### src/rtl/noc_arb_pkg.sv
// Shared constants and the round-robin pick helper for the NoC output arbiter.
package noc_arb_pkg;

  localparam int unsigned MAX_PORTS  = 32;
  localparam int unsigned PORT_IDX_W = 5;

  localparam logic [2:0] DEF_HEAD_ID = 3'b001;
  localparam logic [2:0] DEF_TAIL_ID = 3'b100;

  // One-hot of the first requester after 'last', wrapping within 'nports'; 'last' itself is searched last.
  function automatic logic [MAX_PORTS-1:0] rr_pick(
    input logic [MAX_PORTS-1:0] req,
    input int unsigned          last,
    input int unsigned          nports
  );
    logic [MAX_PORTS-1:0] pick;
    logic                 found;
    int unsigned          idx;
    pick  = '0;
    found = 1'b0;
    for (int unsigned k = 1; k <= MAX_PORTS; k++) begin
      idx = last + k;
      if (idx >= nports) idx = idx - nports;
      if (!found && (k <= nports) && req[PORT_IDX_W'(idx)]) begin
        pick[PORT_IDX_W'(idx)] = 1'b1;
        found                  = 1'b1;
      end
    end
    return pick;
  endfunction

endpackage

### src/rtl/arb_port_timer.sv
// Per-port hold timer: captures the packet-length limit from head flits and
// counts granted cycles, flagging the last permitted cycle of the hold.
module arb_port_timer
  import noc_arb_pkg::*;
#(
  parameter int unsigned     LEN_W   = 12,
  parameter int unsigned     FID_W   = 3,
  parameter logic [FID_W-1:0] HEAD_ID = FID_W'(DEF_HEAD_ID)
) (
  input  logic             clk,
  input  logic             rst,
  input  logic [FID_W-1:0] flit_id,
  input  logic [LEN_W-1:0] length,
  input  logic             granted,
  input  logic             releasing,
  output logic             timeout
);

  logic [LEN_W-1:0] limit_q, limit_d;
  logic [LEN_W-1:0] count_q, count_d;

  always_comb begin
    limit_d = limit_q;
    count_d = count_q + LEN_W'(1);
    if (flit_id == HEAD_ID) limit_d = length;
    if (!granted || releasing) count_d = '0;
  end

  // A zero limit never matches, so the counter may wrap freely.
  assign timeout = granted && (limit_q != '0) && (count_q == (limit_q - LEN_W'(1)));

  always_ff @(posedge clk) begin
    if (rst) begin
      limit_q <= '0;
      count_q <= '0;
    end else begin
      limit_q <= limit_d;
      count_q <= count_d;
    end
  end

endmodule

### src/rtl/noc_rr_timeout_arbiter.sv
// Round-robin output-channel arbiter with per-port packet-length timeout,
// tail-flit release and a registered per-port expiry pulse.
module noc_rr_timeout_arbiter
  import noc_arb_pkg::*;
#(
  parameter int unsigned      NPORTS  = 5,
  parameter int unsigned      LEN_W   = 12,
  parameter int unsigned      FID_W   = 3,
  parameter logic [FID_W-1:0] HEAD_ID = FID_W'(DEF_HEAD_ID),
  parameter logic [FID_W-1:0] TAIL_ID = FID_W'(DEF_TAIL_ID)
) (
  input  logic                    clk,
  input  logic                    rst,
  input  logic [NPORTS-1:0]       req,
  input  logic [NPORTS*FID_W-1:0] flit_id,
  input  logic [NPORTS*LEN_W-1:0] length,
  output logic [NPORTS-1:0]       grant,
  output logic                    grant_valid,
  output logic [NPORTS-1:0]       expire
);

  localparam int unsigned LAST_W = $clog2(NPORTS);

  logic [NPORTS-1:0] grant_q, grant_d;
  logic              grant_valid_q, grant_valid_d;
  logic [NPORTS-1:0] expire_q, expire_d;
  logic [LAST_W-1:0] last_q, last_d;

  logic [NPORTS-1:0] timeout_c;
  logic [NPORTS-1:0] tail_c;
  logic [NPORTS-1:0] release_vec_c;
  logic              release_c;
  logic [LAST_W-1:0] holder_idx_c;

  for (genvar g = 0; g < NPORTS; g++) begin : g_port
    arb_port_timer #(
      .LEN_W  (LEN_W),
      .FID_W  (FID_W),
      .HEAD_ID(HEAD_ID)
    ) u_timer (
      .clk      (clk),
      .rst      (rst),
      .flit_id  (flit_id[g*FID_W +: FID_W]),
      .length   (length[g*LEN_W +: LEN_W]),
      .granted  (grant_q[g]),
      .releasing(release_vec_c[g]),
      .timeout  (timeout_c[g])
    );
  end

  always_comb begin
    tail_c       = '0;
    holder_idx_c = '0;
    for (int unsigned i = 0; i < NPORTS; i++) begin
      tail_c[i] = (flit_id[i*FID_W +: FID_W] == TAIL_ID);
      if (grant_q[i]) holder_idx_c = LAST_W'(i);
    end
  end

  assign release_vec_c = grant_q & (~req | timeout_c | tail_c);
  assign release_c     = |release_vec_c;

  // The current holder is used as the search base so it ranks lowest even on its first granted cycle.
  always_comb begin
    last_d        = last_q;
    grant_d       = grant_q;
    expire_d      = timeout_c;
    if (grant_valid_q) last_d = holder_idx_c;
    if (!grant_valid_q || release_c) begin
      grant_d = NPORTS'(rr_pick(MAX_PORTS'(req), 32'(last_d), NPORTS));
    end
    grant_valid_d = |grant_d;
  end

  always_ff @(posedge clk) begin
    if (rst) begin
      grant_q       <= '0;
      grant_valid_q <= 1'b0;
      expire_q      <= '0;
      last_q        <= LAST_W'(NPORTS - 1);
    end else begin
      grant_q       <= grant_d;
      grant_valid_q <= grant_valid_d;
      expire_q      <= expire_d;
      last_q        <= last_d;
    end
  end

  assign grant       = grant_q;
  assign grant_valid = grant_valid_q;
  assign expire      = expire_q;

endmodule
### config.mk
export PLATFORM = sky130hd
export DESIGN_NAME = noc_rr_timeout_arbiter
export DESIGN_NICKNAME = d
export VERILOG_FILES = /design/src/rtl/noc_arb_pkg.sv /design/src/rtl/arb_port_timer.sv /design/src/rtl/noc_rr_timeout_arbiter.sv
export SDC_FILE = /design/constraint.sdc
export NUM_CORES = 1
export LEC_CHECK = 0
export CORE_MARGIN = 3
export CORE_UTILIZATION = 50
export CTS_CLUSTER_DIAMETER = 150
export DETAILED_ROUTE_END_ITERATION = 6
export PLACE_DENSITY = 0.77
export SYNTH_ARGS = -nofsm -noshare
export SYNTH_HDL_FRONTEND = slang
export SYNTH_SLANG_ARGS = --single-unit
### constraint.sdc
create_clock -name clk -period 4.25 [get_ports clk]
set_clock_uncertainty 0.15 [all_clocks]
set_input_delay 1.275 -clock clk [delete_from_list [all_inputs] [get_ports clk]]
set_output_delay 1.275 -clock clk [all_outputs]
set_load 0.03 [all_outputs]
==> reports/metrics.yaml, run 1 <==
run_status:
  outcome: "completed"
critical_path:
  r2r_slack_ns: 0.28
  reg2reg_from: "grant_valid"
  cp.required_ns: 4.38
  endpoint_kind: "register"
  worstSetupPathType: "reg2reg"
  cp_data_arrival_time_ns: 4.10
  critical_path.startpoint: "grant_valid"
  slowest_stage: "dfxtp_1"
  max_stage_delay_ns: 0.51
  r2r_cells: 13
  crit_chain: "nor2_1 -> a211oi_4 -> ha_1 -> or2_2 -> a211oi_2 -> o22ai_1 -> a2111oi_1 -> nor4_2 -> and3b_4 -> nand3_1 -> nand4_1 -> o31ai_1 -> a41oi_1"
  critPathMaxFanout: 11
  startpoint_type: "register"
  r2r_end: "grant_valid"
  crit_end: "grant_valid"
routing:
  avgRoutedWirePerCell_um: 15.8
  wirelength_um: 21800
  post_drt_via_cell_ratio: 5.67
  ant_nets: 0
  dr.first_iter.drc_count: 584
  num_vias: 7815
  dr.pass1.iters: 5
  drc_errors: 0
power_and_ir_drop:
  pwr-share-clk_pct: 26.1
  leakage_nw: 3.91
  comb_power_share_pct: 48.9
  swShare_pct: 40.8
  power_switching_mw: 2.23
  p_int_mw: 3.24
  vdd_drop_max_uv: 386
  p_seq_share_pct: 25.1
  power_mw: 5.48
  p_per_area_nw_per_um2: 529
floorplan:
  ios: 93
  fp.dieH_um: 137
  die_w_um: 137
  core-area_sq_um: 16700
  start_util_pct: 51.4
  fp.dieArea_sq_um: 18800
  rows: 47
cells_and_area:
  area_growth_pct: 20.5
  stdcell_count: 1378
  nNetsFinal: 1252
  final_common_cell: "nor2_1"
  mostFrequentLayoutCells: "nor2_1, dfxtp_1, clkdlybuf4s50_1"
  diodes: 0
  postLayoutCellArea_sq_um: 10400
  drive_above_1_share_pct: 9.07
clock_network:
  ctsHtreeMaxLevel: 4
  postCtsHoldBufs: 0
  cts_buffer_depth: 2
  cts_tree: "yes"
  cts_root_buffer: "clkbuf_16"
  insertion_delay_ns: 0.43
  clock_sinks: 134
  clkTransAtPathRegs_ns: 0.06
  cts_made_buffers: 17
logic_synthesis:
  synth_top_family_by_area: "simple AND/OR/NAND/NOR gates"
  synth_nets: 1164
  synth_cell_types: 92
  avgSynthCellArea_sq_um: 8.13
  synth.area.mux_share_pct: 6.00
  synth_top_area_share_pct: 31.2
  synthFlopType: "dfxtp_1"
  synthCells: 1057
  synth_xor_area_share_pct: 12.4
  synth_compound_area_share_pct: 14.3
  synthTopCellsByArea: "dfxtp_1, nor2_1, xor2_1"
  synthAdderAreaFrac_pct: 3.73
  synth_edf_count: 0
  synth-simple-area-share_pct: 27.7
  ys_seq_elements: 134
  synth.yosys.seq_area_share_pct: 31.2
  yosysTopAreaCell: "dfxtp_1"
  async_flop_share_pct: 0
  ys_warn_count: 0
  syn_area_sq_um: 8590
placement:
  place_congestion: 0.967
  port_buffers: 92
  hpwlAfterDp_um: 16000
  placedCellCount: 1346
  placed_area_sq_um: 9770
hold_path:
  hold_path.class: "reg2reg"
  hp-start: "g_port[3].u_timer.count_q[0]"
sta:
  finalMaxSlewViolations: 0
  setup_tns_ns: 0
  finalCriticalPeriod_ns: 3.97
  hold_viol: 0
  fmax_ghz: 0.252
  min_period_over_period_pct: 93.4
  maxSlewHeadroom_pct: 52.0
  worstMarginPinSlew_ns: 0.714
  finalSetupViolations: 0
grt:
  overflow: 0
  antenna_found_initial: 0
  grt_use_total_pct: 24.2
  grt_pass1_vias: 7553
  grt_pass1_wl_um: 36700
  grt_max_degree: 35
run:
  drv_cap: 0
logic make-up (layout without fill, tap and decap cells):
kind of cell / count (synthesis) / after routing
XOR/XNOR: 122 / 122
multiplexers: 51 / 51
flip-flops: 134 / 134
AO/OA/AOI/OAI: 163 / 163
adder cells (fa/ha/maj): 25 / 25
buffers and inverters: 90 / 191
AND/OR/NAND/NOR: 472 / 472
registers in the layout, indices dropped and copies added, names as in the netlist:
name,flops
expire,5
g_port.u_timer.count_q,60
g_port.u_timer.limit_q,60
grant,5
grant_valid,1
last_q,3
power groups by stage:
stage | sequential, mW | clock (mW) | combinational [mW]
6_report | 1.37 | 1.43 | 2.68
5_1_grt | 1.38 | 1.51 | 2.93
4_1_cts | 1.37 | 1.45 | 2.60
3_5_place_dp | 1.40 | 0 | 2.59
3_3_place_gp | 1.40 | 0 | 2.61
2_1_floorplan | 1.39 | 0 | 1.91
layout make-up:
cell class	instances	area (sq um)
timing repair buffer	123	1150
clock inverter	10	95.1
multi-input combinational	833	5540
sequential	134	2680
inverter	36	135
fill	1499	6350
tap	220	275
clock buffer	22	474
critical path: cells and delay by family (launching register included):
| family | cells | cell delay, ns |
|---|---|---|
| compound gates | 6 | 1.77 |
| flops | 1 | 0.51 |
| simple gates | 6 | 1.04 |
| fa+ha+maj | 1 | 0.35 |
synthesized netlist by cell type, types with 4 or more instances:
cell type / count
nor2_1: 176
dfxtp_1: 134
nand2_1: 75
xor2_1: 65
xnor2_1: 57
nand3_1: 55
a21oi_1: 50
mux2i_1: 50
clkbuf_1: 37
inv_1: 33
nor3_1: 25
ha_1: 24
and3_1: 23
nand4_1: 21
o21ai_0: 16
nor2b_1: 14
nor4_1: 12
nand2b_1: 11
buf_4: 8
nor3b_1: 8
or3_1: 8
a2111oi_0: 6
a22oi_1: 6
a31oi_1: 6
buf_2: 6
o31ai_1: 6
a211o_1: 5
a221oi_1: 5
o211ai_1: 5
a22o_1: 4
or4_1: 4
layer usage:
layer | wire, um | GRT usage (%) | up-vias
li1 | - | - | 3898
met1 | 9830 | 31.7 | 3601
met2 | 10000 | 39.2 | 267
met3 | 1420 | 4.96 | 49
met4 | 516 | 8.98 | 0
met5 | 0 | 0 | -
how the worst min path moves through the flow:
| stage | endpoint | depth (start not counted) | slack [ns] |
|---|---|---|---|
| after global placement | g_port[3].u_timer.count_q[0] | 1 | 0.31 |
| after detailed placement | g_port[4].u_timer.count_q[0] | 1 | 0.33 |
| after floorplan | g_port[3].u_timer.count_q[0] | 1 | 0.29 |
| after CTS | g_port[2].u_timer.count_q[0] | 1 | 0.35 |
| after global routing | g_port[3].u_timer.count_q[0] | 1 | 0.37 |
| final | g_port[3].u_timer.count_q[0] | 1 | 0.34 |
what timing repair did:
item / 4_1_cts / 5_1_grt
endpoints found under the setup margin: 0 / 1
setup buffers: 0 / 0
gates resized for setup: 0 / 4
stage by stage:
stage	hold slack (ns)	utilization [%]	setup WS [ns]
6_report	0.344	62.0	0.281
4_1_cts	0.353	61.9	0.282
3_5_place_dp	0.332	58.5	0.145
5_1_grt	0.372	62.0	-0.00144
3_3_place_gp	0.306	58.5	0.179
2_1_floorplan	0.286	-	0.177
No activity file was read; power rests on OpenSTA's default activity.
==> run 2, diff against run 1 <==
Settings changed: CORE_MARGIN 3 to 5.
Clock period 4.25 ns to 4 ns, I/O delays scaled along.
==> reports/metrics.yaml, run 2 (same netlist as run 1, synthesis figures left out) <==
grt:
  grt_max_degree: 52
  grt_pass1_wl_um: 36100
  grt_use_total_pct: 21.8
  overflow: 0
  grt_pass1_vias: 7403
  antenna_found_initial: 0
floorplan:
  start_util_pct: 50.4
  fp.dieH_um: 141
  fp.dieArea_sq_um: 19900
  core-area_sq_um: 17100
  ios: 93
  die_w_um: 141
  rows: 48
cells_and_area:
  drive_above_1_share_pct: 9.72
  final_common_cell: "nor2_1"
  nNetsFinal: 1260
  postLayoutCellArea_sq_um: 10400
  diodes: 0
  area_growth_pct: 21.0
  reg.largest.list: "g_port.u_timer.count_q: 60 flops, g_port.u_timer.limit_q: 60 flops"
  mostFrequentLayoutCells: "nor2_1, dfxtp_1, clkdlybuf4s50_1"
clock_network:
  insertion_delay_ns: 0.42
  clock_sinks: 134
  cts_root_buffer: "clkbuf_16"
  clkTransAtPathRegs_ns: 0.06
  cts_tree: "yes"
  cts_buffer_depth: 2
  postCtsSetupBuffers: 0
  cts_made_buffers: 17
  ctsHtreeMaxLevel: 4
sta:
  worstMarginPinSlew_ns: 0.917
  hold_viol: 0
  fin_ws_ns: 0.211
  whs_ns: 0.336
  finalSetupViolations: 0
  finalMaxSlewViolations: 0
  finalCriticalPeriod_ns: 3.79
  maxSlewHeadroom_pct: 38.9
  min_period_over_period_pct: 94.7
  fmax_ghz: 0.264
routing:
  wirelength_um: 21700
  num_vias: 7788
  dr.first_iter.drc_count: 584
  dr.pass1.iters: 5
  ant_nets: 0
  post_drt_via_cell_ratio: 5.61
  avgRoutedWirePerCell_um: 15.7
  drc_errors: 0
placement:
  placed_area_sq_um: 9840
  hpwlAfterDp_um: 16300
  dp_slack_ns: 0.0183
  port_buffers: 92
  place_congestion: 0.936
critical_path:
  worstSetupPathType: "reg2reg"
  cp.required_ns: 4.10
  reg2reg_from: "grant[2]"
  endpoint_kind: "register"
  startpoint_type: "register"
  critical_path.startpoint: "grant[2]"
  cp_data_arrival_time_ns: 3.89
  critPathMaxFanout: 6
power_and_ir_drop:
  power_mw: 5.78
  vdd_drop_max_uv: 375
  leakage_nw: 3.92
  p_per_area_nw_per_um2: 556
hold_path:
  hold_path.class: "reg2reg"
  hp-start: "g_port[3].u_timer.count_q[0]"
run_status:
  outcome: "completed"
run:
  drv_cap: 0
==> run 2: timing repair <==
item / CTS / global route
gates resized for setup: 0 / 8
hold buffers: 0 / 0
setup endpoints to repair: 0 / 1
==> run 2: through the flow <==
stage / util [%] / TNS [ns] / instances
5_1_grt: 60.9 / -0.00668 / 1388
4_1_cts: 60.7 / 0 / 1388
3_5_place_dp: 57.7 / 0 / 1359
6_report: 60.9 / 0 / 1388
2_1_floorplan: - / 0 / 1057
3_3_place_gp: 57.7 / 0 / 1359
==> run 2: power breakdown <==
group / total, mW / internal (mW) / switching, mW
Sequential: 1.45 / 1.39 / 0.0589
Clock: 1.38 / 0.810 / 0.566
Combinational: 2.96 / 1.23 / 1.73
==> run 2: critical path, stage by stage, from the launching register on <==
cell and delay (ns):
dfxtp_1 0.31, nand2b_1 0.21, a211oi_4 0.35, inv_2 0.10, ha_1 0.25, inv_1 0.08, fa_1 0.41, a21oi_1 0.13
nor2_1 0.10, a2111oi_2 0.28, nand3_2 0.19, and3_1 0.27, a22oi_1 0.20, nand4_1 0.17, o31ai_1 0.26, a41oi_1 0.15
==> run 2: layout make-up <==
cell class / count / area, sq um
clock buffers: 21 / 460
clock inverters: 8 / 53.8
fillers: 1474 / 6670
inverters: 36 / 135
multi-input cells: 833 / 5560
flip-flops and latches: 134 / 2680
well taps: 225 / 282
repair buffers: 131 / 1210
==> run 2: final timing paths <==
path,endpoint,slack [ns],cells past startpoint
max,grant_valid,0.21,15
min,g_port[3].u_timer.count_q[0],0.34,1
max reg2reg,grant_valid,0.21,15
min reg2reg,g_port[3].u_timer.count_q[0],0.34,1
==> run 2: metal layers <==
metal | vias to the layer above | GRT usage (%) | wire (um)
met3 | 37 | 4.10 | 1120
li1 | 3919 | - | -
met1 | 3628 | 29.6 | 10300
met2 | 204 | 34.9 | 9940
met4 | 0 | 7.39 | 431
met5 | - | 0 | 0
==> run 3, diff against run 2 <==
Settings changed: CTS_CLUSTER_DIAMETER 150 to 200, SKIP_LAST_GASP set to 1.
==> results of run 3 <==
Final layout, timing and power as in run 2 (identical DEF).
